===== src/rtl/mc_ctrl_pkg.sv =====
// rtl/mc_ctrl_pkg.sv - shared encodings for the multicycle control unit, datapath and ALU
package mc_ctrl_pkg;
  localparam int OPC_W   = 4;
  localparam int ALUOP_W = 3;

  typedef enum logic [2:0] {
    S_FETCH  = 3'd0,
    S_DECODE = 3'd1,
    S_EXEC   = 3'd2,
    S_MEM    = 3'd3,
    S_WB     = 3'd4,
    S_HALT   = 3'd5
  } state_t;

  localparam logic [OPC_W-1:0] OP_AND  = 4'd0;
  localparam logic [OPC_W-1:0] OP_ADD  = 4'd1;
  localparam logic [OPC_W-1:0] OP_SUB  = 4'd2;
  localparam logic [OPC_W-1:0] OP_ADDI = 4'd3;
  localparam logic [OPC_W-1:0] OP_LW   = 4'd4;
  localparam logic [OPC_W-1:0] OP_SW   = 4'd5;
  localparam logic [OPC_W-1:0] OP_BEQ  = 4'd6;
  localparam logic [OPC_W-1:0] OP_BNE  = 4'd7;
  localparam logic [OPC_W-1:0] OP_JMP  = 4'd8;
  localparam logic [OPC_W-1:0] OP_HALT = 4'd15;

  localparam logic [ALUOP_W-1:0] ALU_AND = 3'b000;
  localparam logic [ALUOP_W-1:0] ALU_ADD = 3'b001;
  localparam logic [ALUOP_W-1:0] ALU_SUB = 3'b010;

  localparam logic [1:0] PC_SRC_ALU = 2'd0;
  localparam logic [1:0] PC_SRC_BR  = 2'd1;
  localparam logic [1:0] PC_SRC_JMP = 2'd2;

  localparam logic [1:0] ALUB_REGB = 2'd0;
  localparam logic [1:0] ALUB_ONE  = 2'd1;
  localparam logic [1:0] ALUB_IMM  = 2'd2;

  typedef enum logic [3:0] {
    IC_RTYPE, IC_ADDI, IC_LW, IC_SW, IC_BEQ, IC_BNE, IC_JMP, IC_HALT, IC_ILLEGAL
  } iclass_t;

  typedef struct packed {
    logic               pc_write;
    logic [1:0]         pc_src;
    logic               ir_write;
    logic               mem_read;
    logic               mem_write;
    logic               addr_src;
    logic [ALUOP_W-1:0] alu_op;
    logic               alu_src_a;
    logic [1:0]         alu_src_b;
    logic               reg_write;
    logic               wb_src;
  } ctrl_t;
endpackage


===== src/rtl/multicycle_control_unit_if.sv =====
// rtl/multicycle_control_unit_if.sv - control bus between sequencer (master) and datapath (slave)
interface multicycle_control_unit_if;
  import mc_ctrl_pkg::*;

  logic [OPC_W-1:0]   opcode;
  logic               zero;
  logic               negative;
  logic               mem_ready;
  logic               pc_write;
  logic [1:0]         pc_src;
  logic               ir_write;
  logic               mem_read;
  logic               mem_write;
  logic               addr_src;
  logic [ALUOP_W-1:0] alu_op;
  logic               alu_src_a;
  logic [1:0]         alu_src_b;
  logic               reg_write;
  logic               wb_src;
  logic               illegal;
  logic [2:0]         state_o;
  logic               neg_q;

  modport master (
    input  opcode, zero, negative, mem_ready,
    output pc_write, pc_src, ir_write, mem_read, mem_write, addr_src,
           alu_op, alu_src_a, alu_src_b, reg_write, wb_src, illegal, state_o, neg_q
  );

  modport slave (
    output opcode, zero, negative, mem_ready,
    input  pc_write, pc_src, ir_write, mem_read, mem_write, addr_src,
           alu_op, alu_src_a, alu_src_b, reg_write, wb_src, illegal, state_o, neg_q
  );
endinterface


===== src/rtl/mc_decode.sv =====
// rtl/mc_decode.sv - combinational opcode classifier and R-type ALU select
module mc_decode
  import mc_ctrl_pkg::*;
(
  input  logic [OPC_W-1:0]   opcode,
  output iclass_t            iclass,
  output logic [ALUOP_W-1:0] alu_op,
  output logic               illegal
);
  always_comb begin
    iclass  = IC_ILLEGAL;
    alu_op  = ALU_ADD;
    illegal = 1'b0;
    case (opcode)
      OP_AND:  begin iclass = IC_RTYPE; alu_op = ALU_AND; end
      OP_ADD:  begin iclass = IC_RTYPE; alu_op = ALU_ADD; end
      OP_SUB:  begin iclass = IC_RTYPE; alu_op = ALU_SUB; end
      OP_ADDI: iclass = IC_ADDI;
      OP_LW:   iclass = IC_LW;
      OP_SW:   iclass = IC_SW;
      OP_BEQ:  begin iclass = IC_BEQ; alu_op = ALU_SUB; end
      OP_BNE:  begin iclass = IC_BNE; alu_op = ALU_SUB; end
      OP_JMP:  iclass = IC_JMP;
      OP_HALT: iclass = IC_HALT;
      default: begin iclass = IC_ILLEGAL; illegal = 1'b1; end
    endcase
  end
endmodule


===== src/rtl/multicycle_control_unit.sv =====
// rtl/multicycle_control_unit.sv - FETCH/DECODE/EXEC/MEM/WB sequencer of the 16-bit multicycle core
module multicycle_control_unit
  import mc_ctrl_pkg::*;
(
  input logic                        clk,
  input logic                        reset,
  multicycle_control_unit_if.master  bus
);
  state_t             state, state_next;
  logic               illegal_q, neg_q;
  iclass_t            iclass;
  logic [ALUOP_W-1:0] dec_alu_op;
  logic               dec_illegal;
  ctrl_t              ctrl, ctrl_out;

  mc_decode u_decode (
    .opcode  (bus.opcode),
    .iclass  (iclass),
    .alu_op  (dec_alu_op),
    .illegal (dec_illegal)
  );

  // negative is captured for a future BLT; nothing consumes it yet
  always_ff @(posedge clk) begin
    if (reset) begin
      state     <= S_FETCH;
      illegal_q <= 1'b0;
      neg_q     <= 1'b0;
    end else begin
      state <= state_next;
      if (state == S_DECODE && dec_illegal) illegal_q <= 1'b1;
      if (state == S_EXEC) neg_q <= bus.negative;
    end
  end

  always_comb begin
    state_next = state;
    case (state)
      S_FETCH:  if (bus.mem_ready) state_next = S_DECODE;
      S_DECODE: state_next = dec_illegal ? S_HALT : S_EXEC;
      S_EXEC: begin
        case (iclass)
          IC_RTYPE, IC_ADDI:      state_next = S_WB;
          IC_LW, IC_SW:           state_next = S_MEM;
          IC_BEQ, IC_BNE, IC_JMP: state_next = S_FETCH;
          default:                state_next = S_HALT;
        endcase
      end
      S_MEM:    if (bus.mem_ready) state_next = (iclass == IC_LW) ? S_WB : S_FETCH;
      S_WB:     state_next = S_FETCH;
      S_HALT:   state_next = S_HALT;
      default:  state_next = S_FETCH;
    endcase
  end

  always_comb begin
    ctrl = '0;
    case (state)
      S_FETCH: begin
        ctrl.mem_read  = 1'b1;
        ctrl.alu_src_b = ALUB_ONE;
        ctrl.alu_op    = ALU_ADD;
        // IR and PC only load on the cycle memory actually returns the word
        if (bus.mem_ready) begin
          ctrl.ir_write = 1'b1;
          ctrl.pc_write = 1'b1;
          ctrl.pc_src   = PC_SRC_ALU;
        end
      end
      S_DECODE: begin
        ctrl.alu_src_b = ALUB_IMM;
        ctrl.alu_op    = ALU_ADD;
      end
      S_EXEC: begin
        case (iclass)
          IC_RTYPE: begin
            ctrl.alu_src_a = 1'b1;
            ctrl.alu_src_b = ALUB_REGB;
            ctrl.alu_op    = dec_alu_op;
          end
          IC_ADDI, IC_LW, IC_SW: begin
            ctrl.alu_src_a = 1'b1;
            ctrl.alu_src_b = ALUB_IMM;
            ctrl.alu_op    = ALU_ADD;
          end
          IC_BEQ, IC_BNE: begin
            ctrl.alu_src_a = 1'b1;
            ctrl.alu_src_b = ALUB_REGB;
            ctrl.alu_op    = ALU_SUB;
            ctrl.pc_src    = PC_SRC_BR;
            ctrl.pc_write  = (iclass == IC_BEQ) ? bus.zero : !bus.zero;
          end
          IC_JMP: begin
            ctrl.pc_write = 1'b1;
            ctrl.pc_src   = PC_SRC_JMP;
          end
          default: ctrl = '0;
        endcase
      end
      S_MEM: begin
        ctrl.addr_src  = 1'b1;
        ctrl.mem_read  = (iclass == IC_LW);
        ctrl.mem_write = (iclass == IC_SW);
      end
      S_WB: begin
        ctrl.reg_write = 1'b1;
        ctrl.wb_src    = (iclass == IC_LW);
      end
      default: ctrl = '0;
    endcase
  end

  // reset silences every enable in the cycle it is sampled
  assign ctrl_out      = reset ? '0 : ctrl;
  assign bus.pc_write  = ctrl_out.pc_write;
  assign bus.pc_src    = ctrl_out.pc_src;
  assign bus.ir_write  = ctrl_out.ir_write;
  assign bus.mem_read  = ctrl_out.mem_read;
  assign bus.mem_write = ctrl_out.mem_write;
  assign bus.addr_src  = ctrl_out.addr_src;
  assign bus.alu_op    = ctrl_out.alu_op;
  assign bus.alu_src_a = ctrl_out.alu_src_a;
  assign bus.alu_src_b = ctrl_out.alu_src_b;
  assign bus.reg_write = ctrl_out.reg_write;
  assign bus.wb_src    = ctrl_out.wb_src;
  assign bus.illegal   = illegal_q & !reset;
  assign bus.neg_q     = neg_q & !reset;
  assign bus.state_o   = state;
endmodule


===== src/flat_wrapper.sv =====
// flat-port wrapper written by rule: the top's interface ports become plain ports
module multicycle_control_unit_flat import mc_ctrl_pkg::*;
  (clk, reset, bus_opcode, bus_zero, bus_negative, bus_mem_ready, bus_pc_write, bus_pc_src, bus_ir_write, bus_mem_read, bus_mem_write, bus_addr_src, bus_alu_op, bus_alu_src_a, bus_alu_src_b, bus_reg_write, bus_wb_src, bus_illegal, bus_state_o, bus_neg_q);
  multicycle_control_unit_if bus_i ();
  input logic clk;
  input logic reset;
  input wire logic [$bits(bus_i.opcode)-1:0] bus_opcode;
  input wire logic [$bits(bus_i.zero)-1:0] bus_zero;
  input wire logic [$bits(bus_i.negative)-1:0] bus_negative;
  input wire logic [$bits(bus_i.mem_ready)-1:0] bus_mem_ready;
  output wire logic [$bits(bus_i.pc_write)-1:0] bus_pc_write;
  output wire logic [$bits(bus_i.pc_src)-1:0] bus_pc_src;
  output wire logic [$bits(bus_i.ir_write)-1:0] bus_ir_write;
  output wire logic [$bits(bus_i.mem_read)-1:0] bus_mem_read;
  output wire logic [$bits(bus_i.mem_write)-1:0] bus_mem_write;
  output wire logic [$bits(bus_i.addr_src)-1:0] bus_addr_src;
  output wire logic [$bits(bus_i.alu_op)-1:0] bus_alu_op;
  output wire logic [$bits(bus_i.alu_src_a)-1:0] bus_alu_src_a;
  output wire logic [$bits(bus_i.alu_src_b)-1:0] bus_alu_src_b;
  output wire logic [$bits(bus_i.reg_write)-1:0] bus_reg_write;
  output wire logic [$bits(bus_i.wb_src)-1:0] bus_wb_src;
  output wire logic [$bits(bus_i.illegal)-1:0] bus_illegal;
  output wire logic [$bits(bus_i.state_o)-1:0] bus_state_o;
  output wire logic [$bits(bus_i.neg_q)-1:0] bus_neg_q;
  assign bus_i.opcode = bus_opcode;
  assign bus_i.zero = bus_zero;
  assign bus_i.negative = bus_negative;
  assign bus_i.mem_ready = bus_mem_ready;
  assign bus_pc_write = bus_i.pc_write;
  assign bus_pc_src = bus_i.pc_src;
  assign bus_ir_write = bus_i.ir_write;
  assign bus_mem_read = bus_i.mem_read;
  assign bus_mem_write = bus_i.mem_write;
  assign bus_addr_src = bus_i.addr_src;
  assign bus_alu_op = bus_i.alu_op;
  assign bus_alu_src_a = bus_i.alu_src_a;
  assign bus_alu_src_b = bus_i.alu_src_b;
  assign bus_reg_write = bus_i.reg_write;
  assign bus_wb_src = bus_i.wb_src;
  assign bus_illegal = bus_i.illegal;
  assign bus_state_o = bus_i.state_o;
  assign bus_neg_q = bus_i.neg_q;
  multicycle_control_unit u_core (.clk(clk), .reset(reset), .bus(bus_i));
endmodule

===== config.mk =====
export PLATFORM = sky130hd
export DESIGN_NAME = multicycle_control_unit_flat
export DESIGN_NICKNAME = d
export VERILOG_FILES = /design/src/rtl/mc_ctrl_pkg.sv /design/src/rtl/multicycle_control_unit_if.sv /design/src/rtl/mc_decode.sv /design/src/rtl/multicycle_control_unit.sv /design/src/flat_wrapper.sv
export SDC_FILE = /design/constraint.sdc
export NUM_CORES = 1
export LEC_CHECK = 0
export ABC_AREA = 1
export BUFFER_PORTS_ARGS = -buffer_cell sky130_fd_sc_hd__clkbuf_2
export CAP_MARGIN = 20
export CORE_UTILIZATION = 25
export DETAILED_ROUTE_END_ITERATION = 12
export PLACE_DENSITY = 0.54
export SYNTH_ARGS = -nofsm -noshare
export SYNTH_HDL_FRONTEND = slang
export SYNTH_SLANG_ARGS = --single-unit

===== constraint.sdc =====
create_clock -name clk -period 2.1 [get_ports clk]
set_clock_uncertainty 0.15 [all_clocks]
set_input_delay 0.105 -clock clk [delete_from_list [all_inputs] [get_ports clk]]
set_output_delay 0.105 -clock clk [all_outputs]
set_load 0.005 [all_outputs]

After elaboration in Yosys (flattened, before gate mapping):

Cells that the tools add are included.

* bits in registers: 5
* latch bits: 0
* RAM bits: 0
* bits in read-only memories: 0
* input port bits: 9
* output and inout bits: 20
* logic and storage cells: 64
* memories: 0

* $add $sub $neg: 0
* $mul: 0
* div/mod/pow operators: 0
* magnitude comparators: 0
* equal/unequal tests: 22
* shift operators: 0
* muxes and demuxes: 21
* bitwise gates (word level): 2
* reduce and logical (&&, ||, !) cells: 16

Operators with widths (count)
* one-hot mux 4 bit (8 select lines): 1
* == test 4 x 3 -> 1 bit, second input constant: 7
* == test 4 x 2 -> 1 bit, second input constant: 4
* 2-to-1 mux 15 bit: 1
* one-hot mux 3 bit (5 select lines): 1
* one-hot mux 5 bit (3 select lines): 1
* 2-to-1 mux 3 bit: 4
* one-hot mux 3 bit (2 select lines): 2
* OR reduction 3 bit: 4
* OR reduction 10 bit: 1
* one-hot mux 3 bit (3 select lines): 1
* == test 4 x 1 -> 1 bit, second input constant: 2
* == test 4 bit, second input constant: 2
* zero test 4 bit: 2
* one-hot mux 4 bit (2 select lines): 1
* OR reduction 2 bit: 4
* == test 3 x 2 -> 1 bit, second input constant: 2
* == test 3 bit, second input constant: 2
* one-hot mux 2 bit (3 select lines): 1
* 2-to-1 mux 2 bit: 2
* 2-to-1 mux 4 bit: 1
* inequality test 2 bit, second input constant: 2
* one-hot mux 2 bit (2 select lines): 1
* == test 3 x 1 -> 1 bit, second input constant: 1
* 7 further kinds: 11

Logic depth before layout (Yosys ltp):

Gate-level depths: netlist of run 1.

* depth in word-level cells: 8
* mapped depth: 7
* mapped depth without buffers: 7

Modules after synthesis:

A second synthesis of run 1 with hierarchy kept.

* cell total of the unflattened synthesis: 127
* area, all modules: 624.3 um^2

By module, submodules not included
* multicycle_control_unit: instances 1, cells each 100, area each 501.7 um^2, sequential area each 100.1 um^2
* mc_decode: instances 1, cells each 27, area each 122.6 um^2, sequential area each 0.0 um^2

Least setup slack after synthesis of run 1:

Ideal clock, no wire load.

* path type: reg2out
* start: register u_core.state[2], in the netlist u_core.bus.state_o[2]
* end: output port bus_alu_src_b[1]
* arrival: 0.995 ns
* setup slack: 0.850 ns
* cell stages (with the launch flop): 8
* path through: dfxtp_1 -> inv_1 -> nand3_2 -> nor2_1 -> nor2_1 -> o21ai_0 -> nand2_1 -> inv_1

* cells in the longest elaborated chain, start to end: 3

Ends and longest elaborated chain
* from (decl): RTL line multicycle_control_unit.sv:9 `state_t state, state_next;`
* from (signal assigned): RTL line multicycle_control_unit.sv:30 `state <= state_next;`
* == test 3 x 2 -> 1 bit, or another cell as far along: RTL line multicycle_control_unit.sv:58 `case (state)`
* one-hot mux 2 bit (3 select lines) *: RTL line multicycle_control_unit.sv:58
* 2-to-1 mux 15 bit *: RTL line multicycle_control_unit.sv:114 `assign ctrl_out = reset ? '0 : ctrl;`
* to (decl): RTL line flat_wrapper.sv:19 `output wire logic [$bits(bus_i.alu_src_b)-1:0] bus_alu_src_b;`

Every way passes the cells marked *; elsewhere a longest branch is shown, timed or not.

Final worst setup path of run 1:

Ends and elaborated chain as after synthesis.

==> results of run 1 <==
tightest hold or removal path: cells and delay by family:
family	cells	cell delay, ps
AOI/OAI and AO/OA	2	170
buffers and inverters	1	70
Yosys cell counts:
cell,instances
nand3_2,1
buf_4,1
inv_2,2
a21oi_1,3
a21boi_1,1
o21ai_0,4
or2_1,1
nand3_1,9
nor4_2,1
inv_1,14
nor3_2,1
nor4_1,1
nand3b_1,2
nor3_1,2
nand4_1,3
buf_2,1
xnor2_1,1
conb_1,1
dfxtp_1,5
nor2_1,19
nand2_1,21
and2_1,1
final cells by class:
| cell class | instances | area, sq um | share of cell area (%) |
|---|---|---|---|
| inverter | 16 | 60.1 | 8.57 |
| tap | 27 | 33.8 | 4.82 |
| multi-input combinational | 72 | 345 | 49.3 |
| timing repair buffer | 27 | 135 | 19.3 |
| sequential | 5 | 100 | 14.3 |
| clock buffer | 4 | 26.3 | 3.75 |
stage by stage:
step | instances | hold slack (ps)
finish | 151 | 4.10
detailed placement | 147 | 252
CTS | 151 | 5.85
floorplan | 95 | 91.1
global placement | 147 | 239
global route | 151 | 12.8
power by group through the flow:
stage,combinational (W),sequential [W],clock (W)
floorplan,0.000163,0.000146,0
global placement,0.000249,0.000151,0
detailed placement,0.000247,0.000151,0
CTS,0.000248,0.000150,0.000111
global route,0.000285,0.000154,0.000128
finish,0.000245,0.000150,0.000107
how the worst max path moves through the flow:
stage,startpoint,to,cells after the start
2_1_floorplan,u_core.bus.state_o[2],bus_alu_src_b[1],7
3_3_place_gp,u_core.bus.state_o[2],bus_alu_src_b[1],8
3_5_place_dp,u_core.bus.state_o[2],bus_alu_src_b[1],8
4_1_cts,u_core.bus.state_o[2],bus_alu_src_b[1],8
5_1_grt,u_core.bus.state_o[2],bus_alu_src_b[1],8
6_report,u_core.bus.state_o[2],bus_alu_src_b[1],8
routing by layer:
| metal | wire, um | vias to the layer above | global-route usage [%] | share of wire, % |
|---|---|---|---|---|
| met5 | 0 | - | 0 | 0 |
| met3 | 48 | 0 | 3.40 | 3.6 |
| met1 | 676 | 277 | 18.4 | 51 |
| met2 | 591 | 17 | 19.7 | 45 |
| met4 | 0 | 0 | 0 | 0 |
| li1 | - | 363 | - | - |
cells by family after synthesis:
group | Yosys count
AOI/OAI and AO/OA | 8
xor gates and xnor gates | 1
buffers and inverters | 18
DFF | 5
other | 1
and+or+nand+nor | 62
registers in the layout, summed over array words and instances, names as in the netlist:
signal	flops
u_core.bus.state_o	3
u_core.illegal_q	1
u_core.neg_q	1
==> metrics.md, run 1 <==
| Metric | Value |
|---|---|
| Cell family with the largest share of critical-path delay | simple AND/OR/NAND/NOR gates |
| Outcome | finished, final reports clean |
| Final Cell Area | 701 sq um |
| Drt total wl | 1320 um |
| Crit-path cells | inv_1 -> nand3_2 -> nor2_1 -> nor2_1 -> o21ai_0 -> nand2_1 -> inv_1 -> clkbuf_2 |
| Final ANT Viol Nets | 0 |
| Reg clk slew, reported paths | 40 ps |
| Vias after detailed routing | 657 |
| Die H | 47.5 um |
| Tot GR Track Use | 12.6% |
| Max Buffers Root-to-Sink | 2 |
| Top Ports | 29 |
| Complex-gate fraction of the synthesized area | 8.21% |
| Unrepaired setup endpoints after global routing | false |
| Commonest cells after routing, fill and taps aside | clkbuf_2 (27), nand2_1 (21), nor2_1 (19) |
| Max Cap Violations | 0 |
| Synth Area in Simple Gates | 56.0% |
| Hold Vio Cnt, Final | 0 |
| Count of buffers from port buffering | 27 |
| Reg2reg end | u_core.bus.state_o[1] |
| Final setup viols | 0 |
| Post-DP Area | 674 sq um |
| Hold path cells | 3 |
| R2r setup slk | 680 ps |
| Util after Layout | 35.7% |
| Max stage delay on crit path | 370 ps |
| Worst VDD drop | 0.355 mV |
| Synthesized flop and latch total | 5 |
| Crit Path Max Fanout | 7 |
| Worst skew pair latency | 240 ps |
| Top cell type's share of synthesized area | 19.3% |
| Hold Crit Class | in2reg |
| Syn_area_per_cell | 5.45 sq um |
| Final Cycle Share | 84.9% |
| Die width | 47.5 um |
| Setup CP Type | reg2out |
| Core Rows | 16 |
| Largest family of logic cells by synthesized area | simple AND/OR/NAND/NOR gates |
| DRC violations left | 0 |
| Area delta synth->final | 35.3% |
| TritonCTS buffer count | 3 |
| Internal power | 0.000291 W |
| Hold Path Sink | u_core.neg_q |
| Fillers | 232 |
| Crit. End Element | output pin |
| Unique cell type count in the Yosys netlist | 22 |
| Vias per inst | 4.35 |
| Setup crit start kind | register |
| Root buf cell | clkbuf_4 |
| Mux share of post-synthesis cell area | 0% |
| Clock Sinks | 5 |
| Post-Synthesis Cells | 95 |
| CTS H-tree depth | 1 |
| Synthesized area | 518 sq um |
| Pre-CTS WS | 554 ps |
| Commonest non-fill, non-tap cell in the layout | clkbuf_2 |
| Post-synthesis sequential area ratio | 19.3% |
| Total number of yosys warnings | 0 |
| Antenna violations before repair | 0 |
| Share of post-route cells with drive strength above 1 | 28.2% |
| R2R depth | 6 |
| First-pass GRT wire length | 2060 um |
| Sequential share of power | 29.8% |
| PostCTS Resize Cnt | 0 |
| Req. time, crit path | 1850 ps |
| Total grt overflow | 0 |
| DPL Wire Length | 1120 um |
| Net total in the final layout | 134 |
| Final WS setup | 318 ps |
| Post-synth top area cell | dfxtp_1 |
| Max Clock Freq | 561 MHz |
| Die area | 0.00226 sq mm |
| Postcts setup bufs | 0 |
| Initial DRC count | 6 |
| Reg-to-reg startpoint | u_core.bus.state_o[2] |
| Pwr dens | 716 mW/mm^2 |
| Post-layout min period | 1780 ps |
| LEAKAGE | 0.391 nW |
| Synth area leaders | dfxtp_1 (19%), nand2_1 (15%), nor2_1 (14%) |
| Cts hold-fix bufs | 0 |
| Total power | 0.000502 W |
| 1st-pass router iterations | 4 |
| Hold path start | bus_negative |
| TritonCTS clock tree | built |
| Pin count of the biggest net entering global routing | 10 |
| Routability cong. | 0.805 |
| Antenna diode count | 0 |
| Core Box Area | 0.00196 sq mm |
| Clock network power share | 21.4% |
| Sw Share | 41.9% |
| Post-Synth XOR/XNOR Area | 1.69% |
| CP bufs+invs | 3 |
| Avg WL per Cell | 8.72 um |
| Post-synth net total | 104 |
| WP data arrival | 1530 ps |
| Switch Pwr | 0.000210 W |
| Adder-Cell Fraction of Synth Area | 0% |
| Max Slew Vio Count | 0 |
| Setup_tns | 0 ps |
| Slowest-stage cell, CP | dfxtp_1 |
| Combinational group share of total power | 48.8% |
| Starting density of the core | 26.4% |
| Vias in the first global route | 479 |
No activity file was read; power rests on OpenSTA's default activity.
==> run 2, diff against run 1 <==
--- a/config.mk
+++ b/config.mk
@@ -10,7 +10,7 @@
 export CAP_MARGIN = 20
 export CORE_UTILIZATION = 25
 export DETAILED_ROUTE_END_ITERATION = 12
-export PLACE_DENSITY = 0.54
+export PLACE_DENSITY = 0.56
 export SYNTH_ARGS = -nofsm -noshare
 export SYNTH_HDL_FRONTEND = slang
 export SYNTH_SLANG_ARGS = --single-unit
==> constraint.sdc (replaced) <==
create_clock -name clk -period 1.45 [get_ports clk]
set_clock_uncertainty 0.15 [all_clocks]
set_input_delay 0.0725 -clock clk [delete_from_list [all_inputs] [get_ports clk]]
set_output_delay 0.0725 -clock clk [all_outputs]
set_load 0.005 [all_outputs]
==> run 2 against run 1 <==
The flow now finishes with violations (negative setup slack). Cell count grew 13%. Hold slack gained 58 ps. Flip-flop and latch count is the same. Sequential power grew 56%. Via count grew 25%. Critical path depth shrank 2. Global-route usage grew 4.7 points. Clock power grew 60%. Wire length grew 62%. Total power grew 110%.
==> metrics.md, run 2 (synthesis results as in run 1) <==
| Metric | Value |
|---|---|
| Core Rows | 16 |
| Final WS setup | -154 ps |
| Failing checks | negative setup slack |
| Slowest-stage cell, CP | dfxtp_4 |
| Drt total wl | 2140 um |
| Post-DP Area | 712 sq um |
| Routability cong. | 0.776 |
| Register Area | 111 sq um |
| Hold Vio Cnt, Final | 0 |
| Multi-input logic area | 449 sq um |
| Reg-to-reg startpoint | u_core.bus.state_o[1] |
| Total grt overflow | 0 |
| Final Cycle Share | 111% |
| Post-Layout Cell Count | 171 |
| Crit Path Max Fanout | 4 |
| Hold Path Sink | u_core.illegal_q |
| LEAKAGE | 0.526 nW |
| Max Clock Freq | 623 MHz |
| Top Ports | 29 |
| Max Buffers Root-to-Sink | 2 |
| Unrepaired setup endpoints after global routing | true |
| Fillers | 203 |
| Req. time, crit path | 1230 ps |
| Final setup viols | 16 |
| Reg clk slew, reported paths | 50 ps |
| DRC violations left | 0 |
| Starting density of the core | 26.4% |
| Count of buffers from port buffering | 27 |
| TritonCTS buffer count | 3 |
| Max stage delay on crit path | 380 ps |
| Vias per inst | 4.80 |
| DPL Wire Length | 1230 um |
| Hold path cells | 3 |
| Net total in the final layout | 154 |
| Die H | 47.5 um |
| Share of post-route cells with drive strength above 1 | 50.7% |
| Max Slew Vio Count | 0 |
| CTS H-tree depth | 1 |
| Total power | 0.00108 W |
| Die area | 0.00226 sq mm |
| Commonest cells after routing, fill and taps aside | nand2_1 (16), clkbuf_2 (16), nor2_1 (15) |
| Hold path start | reset |
| Vias after detailed routing | 821 |
| Final ANT Viol Nets | 0 |
| Setup CP Type | reg2out |
| Vias in the first global route | 691 |
| Avg WL per Cell | 12.5 um |
| Core Box Area | 0.00196 sq mm |
| Worst skew pair latency | 250 ps |
| Antenna violations before repair | 0 |
| Crit-path cells | inv_4 -> nor3_4 -> buf_6 -> nand2_4 -> nor3_2 -> buf_2 |
| Reg2reg end | u_core.bus.state_o[1] |
| Placed Cells | 152 |
| Worst VDD drop | 0.447 mV |
| Initial DRC count | 23 |
| 1st-pass router iterations | 4 |
| Root buf cell | clkbuf_4 |
| Area delta synth->final | 93.7% |
| Max Cap Violations | 0 |
| Final Cell Area | 0.00100 sq mm |
| Outcome | finished, violations left |
| Tot GR Track Use | 17.3% |
| Clock Sinks | 5 |
| Setup_tns | -1190 ps |
| Max FFs per register | 3 |
| First-pass GRT wire length | 2830 um |
| Crit. End Element | output pin |
| Util after Layout | 51.1% |
| WP data arrival | 1380 ps |
| TritonCTS clock tree | built |
| R2R depth | 7 |
| Pin count of the biggest net entering global routing | 9 |
| Setup crit start kind | register |
| R2r setup slk | -10 ps |
| Post-layout min period | 1600 ps |
| Pwr dens | 1070 mW/mm^2 |
| Hold Crit Class | in2reg |
| Antenna diode count | 0 |
| Die width | 47.5 um |
-- run 2: changes by cell type in the layout (fill, tap and decap cells not counted), sizes merged --
cell / change
buf: +29
clkbuf: -12
clkinv: +1
dlygate4sd3: +2
-- run 2: stage by stage --
stage	setup WS, ps	hold WS (ps)
2_1_floorplan	233	26.1
3_3_place_gp	9.59	203
3_5_place_dp	-9.23	218
4_1_cts	-115	6.66
5_1_grt	-247	71.8
6_report	-154	62.1
-- run 2: worst max-delay path, delay by kind of cell (launching register included) --
kind | cells | cell delay (ps)
flops | 1 | 380
buf+inv | 3 | 320
simple gates | 3 | 420
-- run 2: what timing repair did --
item                                    CTS  global route
endpoints found under the setup margin   14            17
buffers inserted                          7             6
hold buffers                              2             0
hold endpoints to repair                  3             0
cloned                                    0             0
gates resized for setup                  24            28
pin swaps                                 7            15
-- run 2: layout make-up --
cell class,instances,share of cell area (%)
Clock buffer,3,2.24
Clock inverter,1,0.499
Inverter,16,6.23
Multi-Input combinational cell,72,44.8
Sequential cell,5,11.1
Tap cell,27,3.37
Timing Repair Buffer,47,31.8
-- run 2: how the worst max path moves through the flow --
stage                          startpoint                to  slack [ps]  cells past startpoint
global placement    u_core.bus.state_o[1]     bus_alu_op[0]          10                      7
floorplan           u_core.bus.state_o[2]  bus_alu_src_b[1]         230                      7
CTS                 u_core.bus.state_o[1]     bus_alu_op[0]        -110                      7
finish              u_core.bus.state_o[1]     bus_alu_op[1]        -150                      6
detailed placement  u_core.bus.state_o[1]     bus_alu_op[0]          -9                      7
global route        u_core.bus.state_o[1]     bus_alu_op[1]        -250                      6
-- run 2: per-layer routing --
metal  vias to the layer above  wire length, um  GRT usage [%]  part of all wire (%)
li1                        399                -              -                     -
met1                       379              784           19.3                    37
met2                        37             1200           31.5                    56
met3                         6              105           3.77                   4.9
met4                         0               43           6.86                   2.0
met5                         -                0              0                     0
-- run 2: report_power, final --
| group | internal, W | switching [W] |
|---|---|---|
| combinational | 0.000332 | 0.000340 |
| clock | 0.000101 | 0.0000703 |
| sequential | 0.000179 | 0.0000546 |
==> run 3, diff against run 2 <==
--- a/config.mk
+++ b/config.mk
@@ -10,7 +10,7 @@
 export CAP_MARGIN = 20
 export CORE_UTILIZATION = 25
 export DETAILED_ROUTE_END_ITERATION = 12
-export PLACE_DENSITY = 0.56
+export PLACE_DENSITY = 0.54
 export SYNTH_ARGS = -nofsm -noshare
 export SYNTH_HDL_FRONTEND = slang
 export SYNTH_SLANG_ARGS = --single-unit
==> constraint.sdc (replaced) <==
create_clock -name clk -period 1.54 [get_ports clk]
set_clock_uncertainty 0.15 [all_clocks]
set_input_delay 0.077 -clock clk [delete_from_list [all_inputs] [get_ports clk]]
set_output_delay 0.077 -clock clk [all_outputs]
set_load 0.005 [all_outputs]
==> run 3 against run 2 <==
The flow now finishes without violations. Critical path depth is 1 higher. Final area decreased by 21%. Hold slack worse by 60 ps. Utilization fell by 11 points. Setup slack better by 180 ps. Combinational power down 43%. Clock power down 12%.
==> metrics.md, run 3 (synthesis results as in run 1) <==
| Metric | Value |
|---|---|
| Outcome | finished, final reports clean |
| Max Cap Violations | 0 |
| Post-Layout Cell Count | 156 |
| R2R depth | 7 |
| Reg clk slew, reported paths | 50 ps |
| WP data arrival | 1290 ps |
| Final WS setup | 23.2 ps |
| CP startpoint | u_core.bus.state_o[1] |
| Final ANT Viol Nets | 0 |
| Max FFs per register | 3 |
| Initial DRC count | 12 |
| Req. time, crit path | 1310 ps |
| TritonCTS clock tree | built |
| Vias per inst | 4.42 |
| Unrepaired setup endpoints after global routing | true |
| CTS H-tree depth | 1 |
| Switch Pwr | 0.000328 W |
| Setup crit start kind | register |
| DRC violations left | 0 |
| DPL Wire Length | 1170 um |
| Sequential share of power | 30.0% |
| Area delta synth->final | 53.4% |
| Post-layout min period | 1520 ps |
| Max Buffers Root-to-Sink | 2 |
| Hold Crit Class | in2reg |
| Clock network power share | 19.8% |
| Root buf cell | clkbuf_4 |
| Antenna violations before repair | 0 |
| Sw Share | 43.0% |
| Total power | 0.000762 W |
| Reg-to-reg startpoint | u_core.bus.state_o[0] |
| Slowest-stage cell, CP | dfxtp_4 |
| Tot GR Track Use | 14.3% |
| Max Clock Freq | 659 MHz |
| Vias in the first global route | 520 |
| Crit Path Max Fanout | 6 |
| Net total in the final layout | 139 |
| Placed Cells | 148 |
| Core Rows | 16 |
| Antenna diode count | 0 |
| Hold Vio Cnt, Final | 0 |
| Crit-path cells | inv_4 -> nor3_4 -> nand4_1 -> nand3b_1 -> nand2_1 -> inv_1 -> clkbuf_2 |
| Worst skew pair latency | 240 ps |
| Commonest non-fill, non-tap cell in the layout | clkbuf_2 |
| CP bufs+invs | 3 |
| R2r setup slk | 230 ps |
| Drt total wl | 1550 um |
| Routability cong. | 0.797 |
| Final setup viols | 0 |
| TritonCTS buffer count | 3 |
| Combinational group share of total power | 50.2% |
| LEAKAGE | 0.417 nW |
| Pin count of the biggest net entering global routing | 9 |
| Crit. End Element | output pin |
| Pwr dens | 959 mW/mm^2 |
| Top Ports | 29 |
| Internal power | 0.000434 W |
| Starting density of the core | 26.4% |
| Worst VDD drop | 0.361 mV |
| Reg2reg end | u_core.bus.state_o[2] |
| Max Slew Vio Count | 0 |
| First-pass GRT wire length | 2260 um |
| Hold path cells | 3 |
| Cell family with the largest share of critical-path delay | simple AND/OR/NAND/NOR gates |
| Die H | 47.5 um |
| Die area | 0.00226 sq mm |
| Pre-CTS WS | 45.7 ps |
| Total grt overflow | 0 |
| 1st-pass router iterations | 4 |
| Die width | 47.5 um |
| Clock Sinks | 5 |
| Core Box Area | 0.00196 sq mm |
| Vias after detailed routing | 689 |
| Crit. path cell count | 7 |
| Commonest cells after routing, fill and taps aside | clkbuf_2 (26), nand2_1 (21), nor2_1 (16) |
| Setup CP Type | reg2out |
| Avg WL per Cell | 9.93 um |
| Final Cycle Share | 98.5% |
| Critical path destination | bus_alu_op[0] |
| Share of post-route cells with drive strength above 1 | 37.2% |
| Max stage delay on crit path | 400 ps |
| Count of buffers from port buffering | 27 |
## run 3: cell count changes in the layout (fill, tap and decap cells not counted), sizes merged
cell         before  now
buf              29    5
dlygate4sd3       2    1
clkbuf           19   30
clkinv            1    0
## run 3: power by group through the flow
stage	Clock [W]	Combinational, W	Sequential (W)
CTS	0.000153	0.000362	0.000222
detailed placement	0	0.000343	0.000206
global placement	0	0.000342	0.000205
floorplan	0	0.000223	0.000199
global route	0.000179	0.000437	0.000236
finish	0.000151	0.000383	0.000229
## run 3: through the flow
step	utilization [%]	instance area [sq um]	hold slack [ps]	TNS [ps]
finish	40.5	795	2.02	0
global route	40.5	795	17.4	-300
floorplan	-	518	35.1	0
detailed placement	34.8	682	221	0
CTS	38.1	748	0.997	-18.8
global placement	34.8	682	208	0
## run 3: tightest hold or removal path, stage by stage
cell,delay (ps)
clkbuf_2,100
or2_1,120
nand2_1,60
## run 3: how the worst min path moves through the flow
stage / start / endpoint / slack [ps]
final: bus_mem_ready / u_core.bus.state_o[1] / 2
after global routing: bus_mem_ready / u_core.bus.state_o[0] / 20
after CTS: bus_mem_ready / u_core.bus.state_o[1] / 1
after detailed placement: bus_negative / u_core.neg_q / 220
after global placement: bus_negative / u_core.neg_q / 210
after floorplan: bus_opcode[3] / bus_alu_src_a / 40
## run 3: cell type report
type	count	area (sq um)
fill	220	1170
tap	27	33.8
inverter	16	65.1
sequential	5	111
multi-input combinational	72	383
timing repair buffer	32	175
clock buffer	4	26.3
## run 3: per-layer routing
metal	global-route usage [%]	wire, um
met1	18.4	724
met2	24.7	765
met3	3.77	59
met4	1.71	0
met5	0	0
## run 3: what timing repair did
item / 4_1_cts / 5_1_grt
setup endpoints to repair: 9 / 10
pin swaps: 0 / 3
hold buffers: 1 / 0
gates resized for setup: 10 / 9
hold endpoints to repair: 1 / 0
buffers inserted: 0 / 3
